## config.mk

```make
export PLATFORM = sky130hd
export DESIGN_NAME = wb_src_arbiter_flat
export DESIGN_NICKNAME = d
export VERILOG_FILES = /design/src/rtl/wb_src_arbiter_if.sv /design/src/rtl/wb_src_arbiter.sv /design/src/flat_wrapper.sv
export SDC_FILE = /design/constraint.sdc
export NUM_CORES = 1
export LEC_CHECK = 0
export CAP_MARGIN = 40
export CELL_PAD_IN_SITES_DETAIL_PLACEMENT = 2
export CELL_PAD_IN_SITES_GLOBAL_PLACEMENT = 2
export CORE_UTILIZATION = 30
export DETAILED_ROUTE_END_ITERATION = 8
export GPL_TIMING_DRIVEN = 0
export PLACE_DENSITY = 0.82
export SLEW_MARGIN = 30
export SYNTH_ARGS = -nofsm -noshare
export SYNTH_HDL_FRONTEND = slang
export SYNTH_SLANG_ARGS = --single-unit
```

## constraint.sdc

```tcl
create_clock -name clk -period 7.5 [get_ports clk]
set_input_delay 0.75 -clock clk [delete_from_list [all_inputs] [get_ports clk]]
set_output_delay 0.75 -clock clk [all_outputs]
set_load 0.01 [all_outputs]
```

## src/rtl/wb_src_arbiter_if.sv

```systemverilog
// wb_src_arbiter_if: writeback arbiter bus between the result producers and the arbiter
// Ports: req/burst/dst_addr/hold from the producers; src_sel/reg_wr/wr_addr/ack/busy from the arbiter.
// Modports: master = producer side, slave = arbiter side.
interface wb_src_arbiter_if #(parameter int N_SRC = 11);
  logic [N_SRC-1:0] req;
  logic [N_SRC-1:0] burst;
  logic [5*N_SRC-1:0] dst_addr;
  logic hold;
  logic [3:0] src_sel;
  logic reg_wr;
  logic [4:0] wr_addr;
  logic [N_SRC-1:0] ack;
  logic busy;
  modport master (output req, burst, dst_addr, hold, input src_sel, reg_wr, wr_addr, ack, busy);
  modport slave (input req, burst, dst_addr, hold, output src_sel, reg_wr, wr_addr, ack, busy);
endinterface

```

## src/rtl/wb_src_arbiter.sv

```systemverilog
// wb_src_arbiter: round-robin register-file writeback arbiter with two-beat bursts
// Ports: clk, reset (async, active-low), bus (wb_src_arbiter_if.slave):
//   req/burst/dst_addr/hold in; src_sel/reg_wr/wr_addr/ack/busy out, all registered.
module wb_src_arbiter #(parameter int N_SRC = 11) (
  input logic clk,
  input logic reset,
  wb_src_arbiter_if.slave bus
);
  typedef enum logic [1:0] {IDLE, BEAT1, BEAT2} state_t;
  state_t state_q, state_d;
  logic burst_q, burst_d;
  logic [3:0] rr_ptr_q, rr_ptr_d;
  logic [3:0] src_sel_q, src_sel_d;
  logic reg_wr_q, reg_wr_d;
  logic [4:0] wr_addr_q, wr_addr_d;
  logic [N_SRC-1:0] ack_q, ack_d;
  logic [N_SRC-1:0] cand;
  logic [4:0] idx;
  logic [3:0] win;
  logic found;
  // The requester being acked this cycle is masked so it is not granted again while it drops req.
  always_comb begin
    cand = bus.req & ~ack_q;
    found = 1'b0;
    win = '0;
    idx = '0;
    for (int k = 0; k < N_SRC; k++) begin
      idx = 5'(rr_ptr_q) + 5'(k);
      idx = (idx >= 5'(N_SRC)) ? idx - 5'(N_SRC) : idx;
      if (!found && cand[idx]) begin
        found = 1'b1;
        win = idx[3:0];
      end
    end
  end
  always_comb begin
    state_d = IDLE;
    burst_d = burst_q;
    rr_ptr_d = rr_ptr_q;
    src_sel_d = src_sel_q;
    wr_addr_d = wr_addr_q;
    ack_d = '0;
    // The first beat of a burst always proceeds to the second, regardless of hold or other requests.
    if (state_q == BEAT1 && burst_q) begin
      state_d = BEAT2;
      wr_addr_d = bus.dst_addr[5*src_sel_q +: 5];
      ack_d[src_sel_q] = 1'b1;
    end else if (!bus.hold && found) begin
      state_d = BEAT1;
      src_sel_d = win;
      burst_d = bus.burst[win];
      rr_ptr_d = (win == 4'(N_SRC-1)) ? 4'd0 : win + 4'd1;
      wr_addr_d = bus.dst_addr[5*win +: 5];
      ack_d[win] = !bus.burst[win];
    end
    // Writes to $zero are suppressed, but the grant still runs so the producer is released.
    reg_wr_d = (state_d != IDLE) && (wr_addr_d != 5'd0);
  end
  always_ff @(posedge clk or negedge reset) begin
    if (!reset) begin
      state_q <= IDLE;
      burst_q <= 1'b0;
      rr_ptr_q <= '0;
      src_sel_q <= '0;
      reg_wr_q <= 1'b0;
      wr_addr_q <= '0;
      ack_q <= '0;
    end else begin
      state_q <= state_d;
      burst_q <= burst_d;
      rr_ptr_q <= rr_ptr_d;
      src_sel_q <= src_sel_d;
      reg_wr_q <= reg_wr_d;
      wr_addr_q <= wr_addr_d;
      ack_q <= ack_d;
    end
  end
  assign bus.src_sel = src_sel_q;
  assign bus.reg_wr = reg_wr_q;
  assign bus.wr_addr = wr_addr_q;
  assign bus.ack = ack_q;
  assign bus.busy = (state_q != IDLE);
endmodule

```

## src/flat_wrapper.sv

```systemverilog
// flat-port wrapper written by rule: the top's interface ports become plain ports
module wb_src_arbiter_flat 
#(parameter int N_SRC = 11)
  (clk, reset, bus_req, bus_burst, bus_dst_addr, bus_hold, bus_src_sel, bus_reg_wr, bus_wr_addr, bus_ack, bus_busy);
  wb_src_arbiter_if #(.N_SRC(N_SRC)) bus_i ();
  input logic clk;
  input logic reset;
  input wire logic [$bits(bus_i.req)-1:0] bus_req;
  input wire logic [$bits(bus_i.burst)-1:0] bus_burst;
  input wire logic [$bits(bus_i.dst_addr)-1:0] bus_dst_addr;
  input wire logic [$bits(bus_i.hold)-1:0] bus_hold;
  output wire logic [$bits(bus_i.src_sel)-1:0] bus_src_sel;
  output wire logic [$bits(bus_i.reg_wr)-1:0] bus_reg_wr;
  output wire logic [$bits(bus_i.wr_addr)-1:0] bus_wr_addr;
  output wire logic [$bits(bus_i.ack)-1:0] bus_ack;
  output wire logic [$bits(bus_i.busy)-1:0] bus_busy;
  assign bus_i.req = bus_req;
  assign bus_i.burst = bus_burst;
  assign bus_i.dst_addr = bus_dst_addr;
  assign bus_i.hold = bus_hold;
  assign bus_src_sel = bus_i.src_sel;
  assign bus_reg_wr = bus_i.reg_wr;
  assign bus_wr_addr = bus_i.wr_addr;
  assign bus_ack = bus_i.ack;
  assign bus_busy = bus_i.busy;
  wb_src_arbiter #(.N_SRC(N_SRC)) u_core (.clk(clk), .reset(reset), .bus(bus_i));
endmodule
```

==> results.yml <==
run_status:
  status: "finished clean"
setup_path:
  worstSetupPathType: "reg -> reg"
  reg2reg_slack_ps: 220
  critPathMaxFanout: 11
  worst_setup_path_start_kind: "flop"
  worst-endpoint-arrival_ps: 7430
  worst_setup_path_end_kind: "flop"
  crit_required_ps: 7650
yosys:
  syn-instance-count: 849
  mappedNetlistNets: 945
  synth_top_flop_cell: "sky130_fd_sc_hd__dfrtp_1"
  synth_warnings: 0
  synth_area_um2: 6444
  yosysSeqAreaShare_pct: 10.87
  synthArstFlopShare_pct: 100.0
  postSynthRegisterBits: 28
  post-synth-top-area-cell: "sky130_fd_sc_hd__dfrtp_1"
  yosys-top-cells-area: "sky130_fd_sc_hd__dfrtp_1 11%, sky130_fd_sc_hd__mux4_2 7.3%, sky130_fd_sc_hd__mux2i_1 7.0%, sky130_fd_sc_hd__a21oi_1 6.1%, sky130_fd_sc_hd__nand2_1 4.5%"
  yosys.area.top_type_share_pct: 10.87
  postSynthAreaPerCell_um2: 7.590
  post_synth_num_cell_types: 94
  post_synth_edffs: 0
route:
  route.detailed.drc: 0
  drt_iter0_markers: 799
  drt_first_pass_iters: 5
  vias: 8473
  postRouteAntennaNets: 0
  wl_um: 36260
  avgViaCountPerCell: 6.861
  drt-wirelength-per-cell_um: 29.36
final_layout:
  multiInputGateArea_um2: 5403
  antennaDiodeCount: 0
  layout-area-overhead-vs-synth_pct: 23.86
  fillers: 2420
  combined_flip_flop_and_latch_cell_area_um2: 701.9
  fraction_of_final_layout_cells_with_drive_strength_greater_than_1_pct: 13.02
  layout_net_count: 1057
global_routing:
  global_route.overflow_total: 0
  number_of_global_route_vias_before_repair: 8626
  grt_antenna_before_repair: 0
  grt_max_degree: 29
  global_route.usage.total_pct: 32.52
  grt_first_pass_wirelength_um: 54050
die:
  design.portCount: 102
  placementRows: 53
  dieHeight_um: 148.6
  die_area_um2: 22070
  core_area_um2: 21020
  die_width_um: 148.6
  floorplan.initialDensity_pct: 30.65
sta:
  tightest_slew_ps: 945.2
  slew_violations: 0
  final.period_utilization_pct: 97.12
  min_period_ps: 7284
  final.setup.worst_slack_ps: 216.1
  finClkSkew_ps: 4.876
  achievable-frequency_ghz: 0.1373
  setup_viol_count_final: 0
  hold_violations: 0
  max-slew-margin-rel_pct: 36.99
clock_network:
  cts-root-buf: "sky130_fd_sc_hd__clkbuf_16"
  tritoncts_clock_tree: "yes"
  h-tree-depth: 1
  cts_buffers: 3
  hold_buffers: 0
  ctsLongestPathBuffers: 2
  clkSinkCount: 28
  insertion_delay_ps: 270
  clk_transition_reported_paths_ps: 80
place:
  place_congestion: 1.008
  dp_worst_setup_slack_ps: -369.2
  dp_hpwl_um: 28430
  numPortBuffers: 101
flow_run:
  drv_cap: 0
worst_hold_path:
  worst_hold_path_type: "in -> async"
-- metrics by stage --
| step | util (%) | hold slack [ps] | setup TNS [ps] | cells | area, um2 |
|---|---|---|---|---|---|
| finish | 37.97 | 520.7 | 0 | 1235 | 7981 |
| global route | 37.97 | 565.4 | -48.84 | 1235 | 7981 |
| CTS | 37.61 | 556.5 | 0 | 1230 | 7906 |
| detailed placement | 37.13 | 571.0 | -1837 | 1226 | 7805 |
| global placement | 37.10 | 517.6 | -783.5 | 1225 | 7799 |
| floorplan | - | 454.4 | 0 | 849 | 6444 |
-- kinds of logic after synthesis --
| kind of cell | count (synthesis) | share of synthesized area (%) |
|---|---|---|
| compound gates | 332 | 36.51 |
| xor+xnor | 20 | 3.068 |
| fa+ha+maj | 16 | 3.107 |
| buf+inv | 85 | 5.922 |
| flops | 28 | 10.87 |
| mux | 80 | 16.83 |
| simple gates | 288 | 23.69 |
-- per-layer routing --
layer / part of all wire [%] / wire length (um) / vias up / GRT usage (%)
li1: - / - / 3525 / -
met1: 43 / 15660 / 4320 / 45.50
met5: 0 / 0 / - / 0
met4: 4.0 / 1458 / 0 / 11.70
met3: 9.0 / 3253 / 104 / 4.049
met2: 44 / 15890 / 524 / 50.89
-- timing repair --
item | 4_1_cts | 5_1_grt
pin swaps | 0 | 1
resized for setup | 4 | 11
setup buffers | 0 | 3
setup endpoints to repair | 9 | 8
-- cell usage after synthesis, types with 13 or more instances --
| cell type | instances |
|---|---|
| sky130_fd_sc_hd__a21oi_1 | 79 |
| sky130_fd_sc_hd__nand2_1 | 78 |
| sky130_fd_sc_hd__nor2_1 | 51 |
| sky130_fd_sc_hd__mux2i_1 | 45 |
| sky130_fd_sc_hd__o21ai_0 | 45 |
| sky130_fd_sc_hd__dfrtp_1 | 28 |
| sky130_fd_sc_hd__o22ai_1 | 27 |
| sky130_fd_sc_hd__buf_2 | 26 |
| sky130_fd_sc_hd__clkbuf_1 | 26 |
| sky130_fd_sc_hd__nand2b_1 | 26 |
| sky130_fd_sc_hd__nand3_1 | 22 |
| sky130_fd_sc_hd__mux4_2 | 21 |
| sky130_fd_sc_hd__o211ai_1 | 21 |
| sky130_fd_sc_hd__nor2b_1 | 20 |
| sky130_fd_sc_hd__inv_1 | 19 |
| sky130_fd_sc_hd__ha_1 | 16 |
| sky130_fd_sc_hd__xnor2_1 | 14 |
| sky130_fd_sc_hd__nor3_1 | 13 |
-- flip-flops by register name (all words and copies together) (netlist names) --
name                cells
u_core.bus.reg_wr       1
u_core.burst_q          1
u_core.bus.ack         11
u_core.rr_ptr_q         4
u_core.bus.src_sel      4
u_core.bus.wr_addr      5
u_core.state_q          2
-- final timing paths --
kind | startpoint | endpoint | cells past startpoint
min | reset | u_core.bus.reg_wr | 1
max | u_core.rr_ptr_q[0] | u_core.bus.reg_wr | 25
max in group asynchronous | reset | u_core.rr_ptr_q[0] | 1
min in group clk | u_core.burst_q | u_core.burst_q | 2
max reg2reg | u_core.rr_ptr_q[0] | u_core.bus.reg_wr | 25
min reg2reg | u_core.burst_q | u_core.burst_q | 2
-- critical path, stage by stage, from the launching register on --
cell and delay, ps:
sky130_fd_sc_hd__dfrtp_2 480, sky130_fd_sc_hd__buf_2 210, sky130_fd_sc_hd__buf_4 210, sky130_fd_sc_hd__inv_2 230
sky130_fd_sc_hd__clkbuf_2 370, sky130_fd_sc_hd__clkbuf_2 340, sky130_fd_sc_hd__ha_1 250, sky130_fd_sc_hd__clkbuf_1 470
sky130_fd_sc_hd__a21oi_1 100, sky130_fd_sc_hd__a21oi_1 320, sky130_fd_sc_hd__a21o_1 260, sky130_fd_sc_hd__nor4_1 80
sky130_fd_sc_hd__o31ai_1 440, sky130_fd_sc_hd__nand4_2 360, sky130_fd_sc_hd__or4_1 580, sky130_fd_sc_hd__a211oi_2 270
sky130_fd_sc_hd__a21o_1 120, sky130_fd_sc_hd__a31o_1 110, sky130_fd_sc_hd__buf_6 160, sky130_fd_sc_hd__buf_6 190
sky130_fd_sc_hd__buf_2 300, sky130_fd_sc_hd__mux2i_1 240, sky130_fd_sc_hd__a21oi_1 110, sky130_fd_sc_hd__o21ai_0 140
sky130_fd_sc_hd__nand4_1 300, sky130_fd_sc_hd__o41a_1 510
-- layout make-up --
| type | count | share of cell area (%) |
|---|---|---|
| Multi-Input combinational cell | 736 | 67.69 |
| Timing Repair Buffer | 107 | 13.23 |
| Sequential cell | 28 | 8.794 |
| Tap cell | 275 | 4.311 |
| Buffer | 63 | 3.825 |
| Clock buffer | 4 | 1.113 |
| Inverter | 22 | 1.035 |
-- placed cells by master, fill, tap and decap left out, types with 11 or more instances in the layout --
cell	instances
sky130_fd_sc_hd__a21oi_1	78
sky130_fd_sc_hd__ha_1	16
sky130_fd_sc_hd__nand2b_1	26
sky130_fd_sc_hd__a21o_1	12
sky130_fd_sc_hd__mux2i_1	45
sky130_fd_sc_hd__inv_1	19
sky130_fd_sc_hd__nor3_1	13
sky130_fd_sc_hd__mux2_2	12
sky130_fd_sc_hd__a211oi_1	11
sky130_fd_sc_hd__o211ai_1	21
sky130_fd_sc_hd__and2_1	12
sky130_fd_sc_hd__o21ai_0	44
sky130_fd_sc_hd__buf_2	26
sky130_fd_sc_hd__xnor2_1	14
sky130_fd_sc_hd__clkdlybuf4s50_1	100
sky130_fd_sc_hd__nand3_1	22
sky130_fd_sc_hd__o22ai_1	27
sky130_fd_sc_hd__nor2_1	51
sky130_fd_sc_hd__dfrtp_1	27
sky130_fd_sc_hd__nand2_1	77
sky130_fd_sc_hd__nor2b_1	20
sky130_fd_sc_hd__mux4_2	21
sky130_fd_sc_hd__clkbuf_1	24
Power is not shown: default switching activity piles up to over one toggle a cycle in this logic, so the estimate is an artifact.
